===== src/rtl/ball_motion_engine_if.sv =====
// rtl/ball_motion_engine_if.sv - scan, paddle and ball signals shared with the pong pipeline
interface ball_motion_engine_if;
  logic       clk_VGA;
  logic [9:0] H_count;
  logic [9:0] V_count;
  logic       vid_on;
  logic       serve;
  logic [9:0] lpad_y;
  logic [9:0] rpad_y;
  logic [9:0] ball_x;
  logic [9:0] ball_y;
  logic       ball_on;
  logic       score_l;
  logic       score_r;
  logic       play;

  modport master (
    output clk_VGA, H_count, V_count, vid_on, serve, lpad_y, rpad_y,
    input  ball_x, ball_y, ball_on, score_l, score_r, play
  );

  modport slave (
    input  clk_VGA, H_count, V_count, vid_on, serve, lpad_y, rpad_y,
    output ball_x, ball_y, ball_on, score_l, score_r, play
  );
endinterface


===== src/rtl/ball_motion_engine.sv =====
// rtl/ball_motion_engine.sv - ball position, bounces, paddle hits and point detection per frame
module ball_motion_engine #(
  parameter int unsigned BALL_SIZE   = 8,
  parameter int unsigned SPEED       = 2,
  parameter int unsigned LPAD_X      = 32,
  parameter int unsigned RPAD_X      = 600,
  parameter int unsigned PAD_W       = 4,
  parameter int unsigned PAD_H       = 72,
  parameter int unsigned HOLD_FRAMES = 60
) (
  input logic clk_100MHz,
  input logic rst,
  ball_motion_engine_if.slave bus
);

  localparam int unsigned HW = $clog2(HOLD_FRAMES + 1);

  // 11-bit constants so every sum and compare has headroom above the 10-bit range
  localparam logic [10:0] BS     = 11'(BALL_SIZE);
  localparam logic [10:0] SP     = 11'(SPEED);
  localparam logic [10:0] LFACE  = 11'(LPAD_X + PAD_W);
  localparam logic [10:0] RFACE  = 11'(RPAD_X);
  localparam logic [10:0] PH     = 11'(PAD_H);
  localparam logic [10:0] SCR_W  = 11'd640;
  localparam logic [10:0] SCR_H  = 11'd480;
  localparam logic [9:0]  X_MID  = 10'((640 - BALL_SIZE) / 2);
  localparam logic [9:0]  Y_MID  = 10'((480 - BALL_SIZE) / 2);
  localparam logic [9:0]  Y_BOT  = 10'(480 - BALL_SIZE);
  localparam logic [9:0]  X_RHIT = 10'(RPAD_X - BALL_SIZE);
  localparam logic [HW-1:0] HOLD_LAST = HW'(HOLD_FRAMES - 1);

  typedef enum logic [1:0] {S_IDLE, S_PLAY, S_SCORED} state_t;

  state_t        state_q, state_d;
  logic [9:0]    x_q, x_d, y_q, y_d;
  logic          dx_q, dx_d;        // 1 = moving right
  logic          dy_q, dy_d;        // 1 = moving down
  logic          sdir_q, sdir_d;    // direction of the next serve, 1 = right
  logic [HW-1:0] hold_q, hold_d;
  logic          sl_q, sl_d, sr_q, sr_d;

  logic          frame_tick;
  logic [10:0]   x11, y11, lp11, rp11, h11, v11;
  logic          ov_l, ov_r;
  logic [9:0]    y_mv, x_mv;
  logic          dy_mv, dx_mv;
  logic          miss_l, miss_r;

  assign frame_tick = bus.clk_VGA && (bus.H_count == 10'd0) && (bus.V_count == 10'd480);

  assign x11  = {1'b0, x_q};
  assign y11  = {1'b0, y_q};
  assign lp11 = {1'b0, bus.lpad_y};
  assign rp11 = {1'b0, bus.rpad_y};
  assign h11  = {1'b0, bus.H_count};
  assign v11  = {1'b0, bus.V_count};

  // paddle overlap uses the ball's y before this frame's move
  assign ov_l = (y11 + BS > lp11) && (y11 < lp11 + PH);
  assign ov_r = (y11 + BS > rp11) && (y11 < rp11 + PH);

  // candidate y and dy for this frame, including wall bounces
  always_comb begin
    y_mv  = y_q;
    dy_mv = dy_q;
    if (dy_q) begin
      if (y11 + BS + SP >= SCR_H) begin
        y_mv  = Y_BOT;
        dy_mv = 1'b0;
      end else begin
        y_mv = y_q + SP[9:0];
      end
    end else begin
      if (y11 <= SP) begin
        y_mv  = 10'd0;
        dy_mv = 1'b1;
      end else begin
        y_mv = y_q - SP[9:0];
      end
    end
  end

  // candidate x and dx for this frame, paddle hits and missed balls
  always_comb begin
    x_mv   = x_q;
    dx_mv  = dx_q;
    miss_l = 1'b0;
    miss_r = 1'b0;
    if (!dx_q) begin
      // x >= face guarantees x - SPEED < face can be tested as x < face + SPEED without wrap
      if ((x11 >= LFACE) && (x11 < LFACE + SP) && ov_l) begin
        x_mv  = LFACE[9:0];
        dx_mv = 1'b1;
      end else if (x11 < SP) begin
        miss_l = 1'b1;
      end else begin
        x_mv = x_q - SP[9:0];
      end
    end else begin
      if ((x11 + BS <= RFACE) && (x11 + BS + SP > RFACE) && ov_r) begin
        x_mv  = X_RHIT;
        dx_mv = 1'b0;
      end else if (x11 + BS + SP > SCR_W) begin
        miss_r = 1'b1;
      end else begin
        x_mv = x_q + SP[9:0];
      end
    end
  end

  // next-state logic: serve, play, hold after a point; nothing changes between frames
  always_comb begin
    state_d = state_q;
    x_d     = x_q;
    y_d     = y_q;
    dx_d    = dx_q;
    dy_d    = dy_q;
    sdir_d  = sdir_q;
    hold_d  = hold_q;
    sl_d    = 1'b0;
    sr_d    = 1'b0;
    if (frame_tick) begin
      case (state_q)
        S_IDLE: begin
          if (bus.serve) begin
            state_d = S_PLAY;
            dx_d    = sdir_q;
            dy_d    = 1'b1;
          end
        end
        S_PLAY: begin
          if (miss_l || miss_r) begin
            // a point freezes the ball: neither x nor y moves on this frame
            state_d = S_SCORED;
            hold_d  = '0;
            sr_d    = miss_l;
            sl_d    = miss_r;
            sdir_d  = miss_l;
          end else begin
            x_d  = x_mv;
            dx_d = dx_mv;
            y_d  = y_mv;
            dy_d = dy_mv;
          end
        end
        S_SCORED: begin
          hold_d = hold_q + 1'b1;
          if (hold_q == HOLD_LAST) begin
            state_d = S_IDLE;
            x_d     = X_MID;
            y_d     = Y_MID;
            hold_d  = '0;
          end
        end
        default: state_d = S_IDLE;
      endcase
    end
  end

  // state and ball registers, asynchronously cleared to the centred idle ball
  always_ff @(posedge clk_100MHz or posedge rst) begin
    if (rst) begin
      state_q <= S_IDLE;
      x_q     <= X_MID;
      y_q     <= Y_MID;
      dx_q    <= 1'b1;
      dy_q    <= 1'b1;
      sdir_q  <= 1'b1;
      hold_q  <= '0;
      sl_q    <= 1'b0;
      sr_q    <= 1'b0;
    end else begin
      state_q <= state_d;
      x_q     <= x_d;
      y_q     <= y_d;
      dx_q    <= dx_d;
      dy_q    <= dy_d;
      sdir_q  <= sdir_d;
      hold_q  <= hold_d;
      sl_q    <= sl_d;
      sr_q    <= sr_d;
    end
  end

  assign bus.ball_x  = x_q;
  assign bus.ball_y  = y_q;
  assign bus.score_l = sl_q;
  assign bus.score_r = sr_q;
  assign bus.play    = (state_q == S_PLAY);
  assign bus.ball_on = bus.vid_on &&
                       (h11 >= x11) && (h11 <= x11 + BS - 11'd1) &&
                       (v11 >= y11) && (v11 <= y11 + BS - 11'd1);

endmodule


===== src/flat_wrapper.sv =====
// flat-port wrapper written by rule: the top's interface ports become plain ports
module ball_motion_engine_flat 
#(
  parameter int unsigned BALL_SIZE   = 8,
  parameter int unsigned SPEED       = 2,
  parameter int unsigned LPAD_X      = 32,
  parameter int unsigned RPAD_X      = 600,
  parameter int unsigned PAD_W       = 4,
  parameter int unsigned PAD_H       = 72,
  parameter int unsigned HOLD_FRAMES = 60
)
  (clk_100MHz, rst, bus_clk_VGA, bus_H_count, bus_V_count, bus_vid_on, bus_serve, bus_lpad_y, bus_rpad_y, bus_ball_x, bus_ball_y, bus_ball_on, bus_score_l, bus_score_r, bus_play);
  ball_motion_engine_if bus_i ();
  input logic clk_100MHz;
  input logic rst;
  input wire logic [$bits(bus_i.clk_VGA)-1:0] bus_clk_VGA;
  input wire logic [$bits(bus_i.H_count)-1:0] bus_H_count;
  input wire logic [$bits(bus_i.V_count)-1:0] bus_V_count;
  input wire logic [$bits(bus_i.vid_on)-1:0] bus_vid_on;
  input wire logic [$bits(bus_i.serve)-1:0] bus_serve;
  input wire logic [$bits(bus_i.lpad_y)-1:0] bus_lpad_y;
  input wire logic [$bits(bus_i.rpad_y)-1:0] bus_rpad_y;
  output wire logic [$bits(bus_i.ball_x)-1:0] bus_ball_x;
  output wire logic [$bits(bus_i.ball_y)-1:0] bus_ball_y;
  output wire logic [$bits(bus_i.ball_on)-1:0] bus_ball_on;
  output wire logic [$bits(bus_i.score_l)-1:0] bus_score_l;
  output wire logic [$bits(bus_i.score_r)-1:0] bus_score_r;
  output wire logic [$bits(bus_i.play)-1:0] bus_play;
  assign bus_i.clk_VGA = bus_clk_VGA;
  assign bus_i.H_count = bus_H_count;
  assign bus_i.V_count = bus_V_count;
  assign bus_i.vid_on = bus_vid_on;
  assign bus_i.serve = bus_serve;
  assign bus_i.lpad_y = bus_lpad_y;
  assign bus_i.rpad_y = bus_rpad_y;
  assign bus_ball_x = bus_i.ball_x;
  assign bus_ball_y = bus_i.ball_y;
  assign bus_ball_on = bus_i.ball_on;
  assign bus_score_l = bus_i.score_l;
  assign bus_score_r = bus_i.score_r;
  assign bus_play = bus_i.play;
  ball_motion_engine #(.BALL_SIZE(BALL_SIZE), .SPEED(SPEED), .LPAD_X(LPAD_X), .RPAD_X(RPAD_X), .PAD_W(PAD_W), .PAD_H(PAD_H), .HOLD_FRAMES(HOLD_FRAMES)) u_core (.clk_100MHz(clk_100MHz), .rst(rst), .bus(bus_i));
endmodule

===== config.mk =====
export PLATFORM = sky130hd
export DESIGN_NAME = ball_motion_engine_flat
export DESIGN_NICKNAME = d
export VERILOG_FILES = /design/src/rtl/ball_motion_engine_if.sv /design/src/rtl/ball_motion_engine.sv /design/src/flat_wrapper.sv
export SDC_FILE = /design/constraint.sdc
export NUM_CORES = 1
export LEC_CHECK = 0
export ABC_AREA = 1
export CAP_MARGIN = 15
export CORE_ASPECT_RATIO = 0.7
export CORE_UTILIZATION = 40
export DETAILED_ROUTE_END_ITERATION = 7
export GPL_ROUTABILITY_DRIVEN = 0
export PLACE_DENSITY_LB_ADDON = 0.1
export SLEW_MARGIN = 20
export SYNTH_ARGS = -nofsm -noshare
export SYNTH_HDL_FRONTEND = slang
export SYNTH_SLANG_ARGS = --single-unit

===== constraint.sdc =====
create_clock -name clk_100MHz -period 3.75 [get_ports clk_100MHz]
set_input_delay 0.75 -clock clk_100MHz [delete_from_list [all_inputs] [get_ports clk_100MHz]]
set_output_delay 0.75 -clock clk_100MHz [all_outputs]
set_load 0.005 [all_outputs]

==> flow_metrics.env <==
export IMPL_min_path_cells=2
export IMPL_drive_gt1_frac=0.189
export IMPL_cts_tree="built"
export IMPL_antenna_found_initial=0
export IMPL_post_route_drc_count=0
export IMPL_hold_viol=0
export IMPL_leakage_nw=3.63
export IMPL_multi_input_area_um2=4350
export IMPL_peakVddDrop_mv=0.146
export IMPL_crit_required_ns=3.00
export IMPL_numPlacedInstances=1147
export IMPL_rr_startpoint="u_core.bus.ball_y[3]$_DFFE_PP1P_"
export IMPL_r2r_slack_ns=0.36
export IMPL_drtIter0Drc=492
export IMPL_core_area_um2=13300
export IMPL_p_per_area_nw_per_um2=147
export IMPL_nets=1113
export IMPL_seq_area_um2=792
export IMPL_finalSetupViolations=0
export IMPL_skew_ns=0.00409
export IMPL_n_antenna_cell=0
export IMPL_slew_violations=0
export IMPL_vias_per_cell=5.22
export IMPL_start_kind="register"
export IMPL_routed_wl_um=18400
export IMPL_cap_violations=0
export IMPL_die_w_um=142
export IMPL_top_layer="met4"
export IMPL_cts_buffer_depth=2
export IMPL_whs_endpoint="u_core.hold_q[5]$_DFFE_PP0P_"
export IMPL_post_route_util=0.550
export IMPL_area_growth_pct=32.9
export IMPL_route_met3_wl_um=1620
export IMPL_arrival_ns=2.99
export IMPL_grt_pass1_wl_um=28800
export IMPL_synth_cell_types=49
export IMPL_cts_sinks=31
export IMPL_min_delay_start="u_core.hold_q[5]$_DFFE_PP0P_"
export IMPL_globalRouteTotalUtil=0.261
export IMPL_preCtsSetupSlack_ns=-0.145
export IMPL_period_minus_slack_ns=3.74
export IMPL_dieArea_um2=14200
export IMPL_r2r_end="u_core.bus.ball_x[4]$_DFFE_PP1P_"
export IMPL_path_class="reg -> out"
export IMPL_dr_pass1_iters=5
export IMPL_dr_total_vias=6084
export IMPL_cts_root_buf="clkbuf_16"
export IMPL_avgSynthCellArea_um2=6.55
export IMPL_initial_core_util=0.414
export IMPL_reg2reg_depth=24
export IMPL_ios=69
export IMPL_synth_flop_cell="dfrtp_1"
export IMPL_syn_cell_area_um2=5490
export IMPL_wl_met1_um=9320
export IMPL_synth_warnings=0
export IMPL_insertion_delay_ns=0.28
export IMPL_finalCritPeriodShare=0.997
export IMPL_cp_max_fo=5
export IMPL_layoutNonFillerInstCount=1165
export IMPL_fillers=1306
export IMPL_synth_edf_count=0
export IMPL_worstSetupEndpointType="output pin"
export IMPL_antenna_left=0
export IMPL_worst_slack_ns=0.0116
export IMPL_syn_inst=838
export IMPL_fin_area_um2=7290
export IMPL_synth_seq_cells=31
export IMPL_ctsHoldBuffers=0
export IMPL_grt_pass1_vias=5629
export IMPL_fin_tns_setup_ns=0
export IMPL_die_h_um=100
export IMPL_fp_row_count=35
export IMPL_synthArstFlopShare=1.00
export IMPL_grt_max_degree=32
export IMPL_grt_remaining_overflow=0
export IMPL_synth_seq_area_share=0.144
export IMPL_portBuffers=66
export IMPL_hpwl_um=14600
export IMPL_critical_path_startpoint="u_core.bus.ball_y[3]$_DFFE_PP1P_"
export IMPL_hold_class="reg -> reg"
export IMPL_wl_per_cell_um=15.8
export IMPL_cts_made_buffers=5
export IMPL_wl_met2_um=7360
export IMPL_clk_pin_slew_ns=0.05
export IMPL_rsz0062_at_grt="true"
export IMPL_outcome="finished clean"
export IMPL_placed_area_um2=6820
export IMPL_htree_levels=2
export IMPL_fmax_ghz=0.267
==> state kept, by name, indices dropped and copies added (netlist names) <==
signal	flops
u_core.state_q	2
u_core.bus.score_r	1
u_core.bus.ball_x	9
u_core.sdir_q	1
u_core.dy_q	1
u_core.hold_q	6
u_core.dx_q	1
u_core.bus.ball_y	9
u_core.bus.score_l	1
==> stage by stage <==
stage	hold slack (ns)	power, W
6_report	0.495	0.00108
3_3_place_gp	0.486	0.000535
3_5_place_dp	0.486	0.000541
5_1_grt	0.528	0.00112
4_1_cts	0.498	0.00108
2_1_floorplan	0.464	0.000441
==> cell usage after synthesis (5+ instances only) <==
cell type | number | share of area
nand2_1 | 191 | 0.13
inv_2 | 6 | 0.0041
nor2_1 | 88 | 0.060
nand3_2 | 6 | 0.011
xnor2_1 | 5 | 0.0080
nor3_1 | 17 | 0.016
dfrtp_1 | 18 | 0.082
nand3_1 | 75 | 0.068
o21ai_0 | 26 | 0.024
xor2_1 | 38 | 0.061
o211ai_1 | 5 | 0.0068
buf_4 | 5 | 0.0068
ha_1 | 89 | 0.20
nand2_2 | 18 | 0.021
dfstp_2 | 13 | 0.062
nand4_1 | 28 | 0.032
inv_1 | 99 | 0.068
buf_2 | 7 | 0.0064
a21oi_1 | 45 | 0.041
==> metal layers <==
| metal | up-vias | global-route usage |
|---|---|---|
| met4 | 0 | 0.0447 |
| met3 | 13 | 0.0563 |
| li1 | 3045 | - |
| met2 | 232 | 0.379 |
| met5 | - | 0 |
| met1 | 2794 | 0.392 |
==> worst max-delay path by stage <==
stage,slack (ns),to,cells past startpoint
after global routing,-0.19,bus_ball_on,17
after CTS,0.006,bus_ball_on,16
final,0.01,bus_ball_on,17
after floorplan,0.28,bus_ball_on,15
after detailed placement,-0.15,bus_ball_on,15
after global placement,-0.1,bus_ball_on,15
==> area by class of cell <==
cell class                      instances  share of cell area
Multi-Input combinational cell        682               0.596
Inverter                              107              0.0561
Clock inverter                          2             0.00823
Tap cell                              185              0.0317
Clock buffer                            6              0.0177
Sequential cell                        31               0.109
Timing Repair Buffer                  152               0.182
==> logic make-up (layout without fill, tap and decap cells) <==
family | after synthesis | count (layout) | synth area share
adders and majority gates | 89 | 89 | 0.203
DFF | 31 | 31 | 0.144
xor gates and xnor gates | 44 | 44 | 0.0716
AOI/OAI and AO/OA | 97 | 97 | 0.101
buffers and inverters | 126 | 267 | 0.0969
and+or+nand+nor | 450 | 450 | 0.382
other | 1 | 2 | 0.000683
==> worst max-delay path, cell delays in order, from the launching register on <==
cell	delay, ns
dfstp_2	0.57
buf_6	0.14
inv_8	0.04
nor2_2	0.13
nand2_1	0.10
nand2_2	0.12
inv_1	0.10
nor4_4	0.25
nand2_1	0.10
xor2_1	0.17
ha_1	0.31
nand2_1	0.07
inv_2	0.06
nand3_1	0.07
o211ai_1	0.16
nor2_1	0.07
nor2_1	0.13
buf_2	0.13
==> cell usage in the layout, fill, tap and decap left out, types with 3 or more instances in the layout <==
cell type,synthesis,layout
nand2_1,191,185
inv_1,99,94
ha_1,89,85
nor2_1,88,84
buf_4,5,80
nand3_1,75,74
clkdlybuf4s50_1,0,65
a21oi_1,45,44
xor2_1,38,35
nand4_1,28,28
nand2_2,18,23
o21ai_0,26,23
dfrtp_1,18,18
nor3_1,17,16
dfstp_2,13,13
inv_2,6,10
nand3_2,6,7
nor2_2,4,6
buf_6,2,6
nand2_4,4,5
xnor2_1,5,5
o211ai_1,5,5
clkbuf_16,0,5
nor2_4,2,4
xor2_2,1,4
nand3b_1,4,4
ha_4,0,4
o21bai_1,3,3
and2_1,3,3
nor4_1,4,3
a211oi_1,3,3
==> where the power goes <==
part             switching, W  total, W  internal (W)
Sequential     0.000000000714  0.000335      0.000335
Clock                0.000153  0.000534      0.000381
Combinational        0.000104  0.000205      0.000101
==> timing repair <==
| item | 4_1_cts | 5_1_grt |
|---|---|---|
| pin swaps | 10 | 22 |
| setup endpoints to repair | 1 | 2 |
| gates cloned | 0 | 0 |
| setup buffers | 8 | 3 |
| resized for setup | 19 | 36 |
(Power assumes the default switching activity.)
